$ cat config.mk
export PLATFORM = sky130hd
export DESIGN_NAME = power_mult_seq
export DESIGN_NICKNAME = d
export VERILOG_FILES = /design/src/rtl/power_mult_seq.sv
export SDC_FILE = /design/constraint.sdc
export NUM_CORES = 1
export LEC_CHECK = 0
export BUFFER_PORTS_ARGS = -buffer_cell sky130_fd_sc_hd__buf_4
export CAP_MARGIN = 25
export CORE_MARGIN = 2
export CORE_UTILIZATION = 55
export CTS_CLUSTER_SIZE = 25
export DETAILED_ROUTE_END_ITERATION = 10
export GPL_TIMING_DRIVEN = 0
export PLACE_DENSITY = 0.76
export SYNTH_ARGS = -nofsm -noshare
export SYNTH_HDL_FRONTEND = slang
export SYNTH_SLANG_ARGS = --single-unit
$ cat constraint.sdc
create_clock -name clk -period 4.5 [get_ports clk]
set_clock_uncertainty 0.1 [all_clocks]
set_input_delay 0.675 -clock clk [delete_from_list [all_inputs] [get_ports clk]]
set_output_delay 0.675 -clock clk [all_outputs]
set_load 0.02 [all_outputs]
$ cat src/rtl/power_mult_seq.sv
// Sequential shift-add power multiplier P = V * I, one current bit per clock,
// with valid/ready handshakes and a direction compare against the last delivered P.
module power_mult_seq #(
  parameter int WV = 6,
  parameter int WI = 6
) (
  input  logic             clk,
  input  logic             rst_n,
  input  logic             in_valid,
  output logic             in_ready,
  input  logic [WV-1:0]    v,
  input  logic [WI-1:0]    i,
  output logic             out_valid,
  input  logic             out_ready,
  output logic [WV+WI-1:0] p,
  output logic [1:0]       dp_cmp,
  output logic             first
);
  localparam int WP = WV + WI;
  localparam int CW = $clog2(WI + 1);

  typedef enum logic [1:0] {IDLE, BUSY, DONE} state_t;

  state_t          state, state_nxt;
  logic [WP-1:0]   acc, mcand, acc_sum, p_prev;
  logic [WI-1:0]   mplier;
  logic [CW-1:0]   cnt;
  logic            last;

  // Accumulator value after this cycle's partial product; on the last BUSY
  // edge it is the finished product, so p is loaded straight from it.
  assign acc_sum = mplier[0] ? acc + mcand : acc;
  assign last    = (cnt == CW'(WI - 1));

  always_ff @(posedge clk) begin
    if (!rst_n) state <= IDLE;
    else        state <= state_nxt;
  end

  always_comb begin
    state_nxt = state;
    in_ready  = 1'b0;
    out_valid = 1'b0;
    case (state)
      IDLE: begin
        in_ready = 1'b1;
        if (in_valid) state_nxt = BUSY;
      end
      BUSY: if (last) state_nxt = DONE;
      DONE: begin
        out_valid = 1'b1;
        if (out_ready) state_nxt = IDLE;
      end
      default: state_nxt = IDLE;
    endcase
  end

  always_ff @(posedge clk) begin
    if (!rst_n) begin
      acc    <= '0;
      mcand  <= '0;
      mplier <= '0;
      cnt    <= '0;
      p      <= '0;
      dp_cmp <= 2'b00;
      first  <= 1'b1;
      p_prev <= '0;
    end else begin
      case (state)
        IDLE: if (in_valid) begin
          mcand  <= WP'(v);
          mplier <= i;
          acc    <= '0;
          cnt    <= '0;
        end
        BUSY: begin
          acc    <= acc_sum;
          mcand  <= mcand << 1;
          mplier <= mplier >> 1;
          cnt    <= cnt + CW'(1);
          if (last) begin
            p <= acc_sum;
            // compare against the last handed-off result only
            if (first)                 dp_cmp <= 2'b00;
            else if (acc_sum > p_prev) dp_cmp <= 2'b01;
            else if (acc_sum < p_prev) dp_cmp <= 2'b10;
            else                       dp_cmp <= 2'b00;
          end
        end
        DONE: if (out_ready) begin
          p_prev <= p;
          first  <= 1'b0;
        end
        default: ;
      endcase
    end
  end
endmodule

After elaboration in Yosys (flattened, before gate mapping)
Cells that the tools add are included.
- input bits: 16
- flip-flop bits (word level): 62
- reductions and logical operators: 6
- magnitude comparators: 2
- eq/ne operators: 6
- add/subtract/negate cells: 2
- mux-type cells: 18
- operators with widths (kind ; number):
    12-bit one-hot mux with 2 select lines ; 2
    12-bit 2-to-1 mux ; 3
    12-bit adder ; 1
    12-bit greater-than comparator ; 1
    12-bit < comparator ; 1
    2-bit 2-to-1 mux ; 6
    6-bit one-hot mux with 2 select lines ; 1
    6-bit 2-to-1 mux ; 1
    2-bit inequality test (second input constant) ; 3
    2-bit one-hot mux with 3 select lines ; 1
    3-bit one-hot mux with 2 select lines ; 1
    2-bit AND reduction ; 3
    3-bit by 1-bit adder with 3-bit output (second input constant) ; 1
    3-bit equality test (second input constant) ; 1
    3-bit 2-to-1 mux ; 1
    3-bit AND reduction ; 1
    2-bit by 1-bit equality test with 1-bit output (second input constant) ; 1
    2-bit equality test (second input constant) ; 1
    2-bit logical NOT ; 1
    1-bit 2-to-1 mux ; 2
    2-bit nonzero test ; 1

Logic depth before layout (Yosys ltp)
- depth after elaboration: 6
- gate-level depth with buffers: 17
- mapped depth without buffers: 17

Least setup slack after synthesis
OpenSTA, ideal clock, no wires.
- kind: register to register
- start point: register mcand[0]
- end point: register dp_cmp[0]
- path slack: 1.573 ns
- required time: 4.277 ns
- stages on the path, launching flop included: 18
- data arrival time: 2.704 ns
- clock period less this slack: 2.927 ns
- cells stage by stage: dfxtp_1 ha_1 inv_1 fa_1 nor2b_4 o21ai_2 a21o_1 a31oi_1 xor2_1 mux2i_1 inv_1 ha_1 a21o_1 a21o_1 a21oi_1 o211ai_1 nand4_1 o21ai_0
- cells in the longest elaborated chain, start to end: 5
- RTL lines (item ; line ; text):
    from (decl) ; 25 ; logic [WP-1:0] acc, mcand, acc_sum, p_prev;
    from (signal assigned) ; 71 ; mcand <= WP'(v);
    from (signal assigned) ; 78 ; mcand <= mcand << 1;
    12-bit adder ; 32 ; assign acc_sum = mplier[0] ? acc + mcand : acc;
    12-bit 2-to-1 mux ; 32 ;
    via acc_sum[8] ; 25 ;
    12-bit greater-than comparator ; 85 ; else if (acc_sum > p_prev) dp_cmp <= 2'b01;
    2-bit 2-to-1 mux ; 85 ;
    2-bit 2-to-1 mux ; 84 ; if (first) dp_cmp <= 2'b00;
    to (signal assigned) ; 84 ;
    to (signal assigned) ; 85 ;
    to (signal assigned) ; 86 ; else if (acc_sum < p_prev) dp_cmp <= 2'b10;
    to (decl) ; 16 ; output logic [1:0] dp_cmp,
The timed path passes the listed nets, and every way through them passes these cells.
A chain may end at the register's enable or synchronous reset.

Worst setup path in the final report
Ends and elaborated chain as after synthesis.

==> results.cfg <==
[outcome]
status = finished, final reports clean

[finish]
finish.cell_count_without_fillers = 524
synthToLayoutAreaGrowth_pct = 16.51
layout.filler_cells = 517
diodes = 0
post_route_cells_drive_above_1_share = 0.1670
number_of_nets_in_the_layout = 486
finalCoreUtilization = 0.6571

[routing]
post-route-drc-count = 0
antenna_violating_nets_post_route = 0
drc_violation_total_after_the_first_tritonroute_iteration = 131
first_pass_iters = 5
dr_total_vias = 3006
wl_per_cell_um = 15.38
drt-total-wl_mm = 8.059
vias_per_inst = 5.737

[synth]
synthesis.area_per_instance_um2 = 8.278
ys_top_cells_by_count = dfxtp_1, nor2_1, a21oi_1
yosysWarnings = 0
yosys.area.top_type_share = 0.3739
post-synth-top-area-cell = dfxtp_1
synthArstFlopShare = 0
post_synth_num_cell_types = 45
yosysMostFrequentCell = dfxtp_1
synth.yosys.seq_area_share = 0.3739
synth_nets = 443
synth_cells = 401
synth_enable_flop_cells = 0
synth_flop_cell = dfxtp_1
synth.ff_latch_count = 62
ys_top_cells_by_area = dfxtp_1, ha_1, a21oi_1, nor2_1, nand2_1
post_synth_instance_area_mm2 = 0.003319

[clock_tree]
cts-buffers-inserted = 9
clk_transition_reported_paths_ps = 80
cts_setup_buffers = 0
postCtsHoldBufs = 0
tritoncts = built
cts_resized = 0
cts_sinks = 62
cts.root.buffer_cell = clkbuf_8
clock_tree.buffer_depth = 2
h_tree_depth = 3
insertion_delay_ps = 350

[global_route]
antenna_found_initial = 0
grt_max_degree = 12
first_global_vias = 2679
globalRoute.totalOverflow = 0
grt_first_pass_wirelength_mm = 12.62
gr-usage-all-layers = 0.2499

[setup_path]
crit_path_top_delay_cell = fa_1
max_stage_delay_ps = 420
regToRegEndpoint = dp_cmp[0]
cpLargestDelayFamily = compound AO/OA/AOI/OAI gates
endpoint_kind = register
category_of_the_worst_setup_path_launch_point = register
crit_path_cell_trace = ha_1, inv_1, fa_1, nor2b_4, o21ai_2, a21o_1, a31oi_1, xor2_1, mux2i_1, inv_1, ha_1, a21o_1, a21o_1, a21oi_1, o211ai_1, nand4_1, o21ai_0
r2r_start = mcand[0]
path_common_cell = a21o_1
timing_worst_setup_path_type = reg -> reg
critical_path_buf_inv_count = 2
worst_r2r_path_depth = 17
worst_ep_arrival_time_ps = 3610
cp_max_fo = 4
reg2reg_slack_ps = 1020
crit_required_ps = 4630

[min_path]
holdPathStages = 2
hold_start = p_prev[6]
min_path_type = reg -> reg
hold_end = p_prev[6]

[run]
drv.max_cap_violation_count = 0

[place]
dp.cells = 508
placement.io_buffers = 32
dp_hpwl_mm = 5.881
gpl.final_weighted_congestion = 0.8940

[floorplan]
ioPinCount = 33
initial_core_util = 0.5640
die_height_um = 81.69
rows = 28
core_region_area_mm2 = 0.005886
floorplan.die_area_mm2 = 0.006672
fp.dieW_um = 81.69

[sta]
setup_total_negative_slack_ps = 0
min_period_ps = 3479
finalSetupViolCount = 0
report.final.slew_viol_count = 0
maximum_achievable_frequency_mhz = 287.4
finalHoldViolCount = 0
relSlewSlack = 0.6038
rsz0062_at_grt = no
timing.hold.ws_ps = 352.8
finalCritPeriodShare = 0.7732
worst_pin_slew_ps = 593.0

[power]
power_density_mw_per_mm2 = 323.1
p_leak_nw = 1.680
peakVddDrop_mv = 0.2382
power.total_w = 0.001249
registers in the layout, indices dropped and copies added (netlist names):
register / count
p: 12
dp_cmp: 2
state: 2
acc: 12
cnt: 3
mplier: 6
p_prev: 12
first: 1
mcand: 12
where the power goes:
part | leakage, nW | total (W) | internal [W] | switching (W)
Combinational | 1.07 | 0.000141 | 0.0000587 | 0.0000820
Sequential | 0.503 | 0.000569 | 0.000561 | 0.00000867
Clock | 0.106 | 0.000539 | 0.000311 | 0.000228
worst register-to-register path, cell delays in order, from the launching register on:
cell and delay (ps):
dfxtp_1 400, ha_1 200, inv_1 50, fa_1 420, nor2b_4 150, o21ai_2 60, a21o_1 230, a31oi_1 190
xor2_1 110, mux2i_1 320, inv_1 90, ha_1 190, a21o_1 170, a21o_1 170, a21oi_1 160, o211ai_1 160
nand4_1 130, o21ai_0 80
kinds of logic after synthesis:
logic type,share of synthesized area
AO/OA/AOI/OAI,0.2356
XOR/XNOR,0.01847
buffers and inverters,0.06106
adder cells (fa/ha/maj),0.1003
AND/OR/NAND/NOR,0.1772
flip-flops,0.3739
multiplexers,0.03355
worst max path at each step:
stage	start	end	slack [ps]	depth (start not counted)
4_1_cts	mcand[0]	dp_cmp[0]	1090	17
3_3_place_gp	mcand[0]	dp_cmp[0]	1210	17
5_1_grt	mcand[0]	dp_cmp[0]	870	17
6_report	mcand[0]	dp_cmp[0]	1020	17
2_1_floorplan	mcand[0]	dp_cmp[0]	1570	17
3_5_place_dp	mcand[0]	dp_cmp[0]	1110	17
layout by cell type (no fill, tap or decap), types with 8 or more instances in the layout:
cell type  netlist  final
nor2_1          51     51
inv_1           25     25
clkbuf_8         0      9
mux2i_1         10     10
o21ai_0          8      8
ha_1            25     25
clkbuf_1        13     14
dfxtp_1         62     62
a22oi_1         13     13
o221a_2         10     10
nor2b_1         17     17
a21oi_1         45     45
nand2_1         41     41
buf_4            0     32
buf_2            9      9
a21o_1           9      9
final cells by class:
| class | count | area (um2) | area share |
|---|---|---|---|
| clock buffer | 10 | 127.6 | 0.03300 |
| multi-input combinational | 288 | 1876 | 0.4850 |
| clock inverter | 6 | 86.33 | 0.02232 |
| buffer | 25 | 105.1 | 0.02718 |
| inverter | 26 | 97.59 | 0.02523 |
| timing repair buffer | 32 | 240.2 | 0.06212 |
| sequential | 62 | 1241 | 0.3209 |
| tap | 75 | 93.84 | 0.02426 |
per-stage QoR:
stage               cell area [um2]  worst slack [ps]
floorplan                      3319              1573
global placement               3654              1214
detailed placement             3654              1114
CTS                            3867              1091
global route                   3867             869.5
finish                         3867              1021
metal layers:
metal | global-route usage | vias to the layer above | share of wire
li1 | - | 1486 | -
met1 | 0.3131 | 1440 | 0.46
met2 | 0.4402 | 69 | 0.49
met3 | 0.04396 | 11 | 0.037
met4 | 0.07167 | 0 | 0.012
met5 | 0 | - | 0
Note: power is estimated with default switching activity, not from simulation.
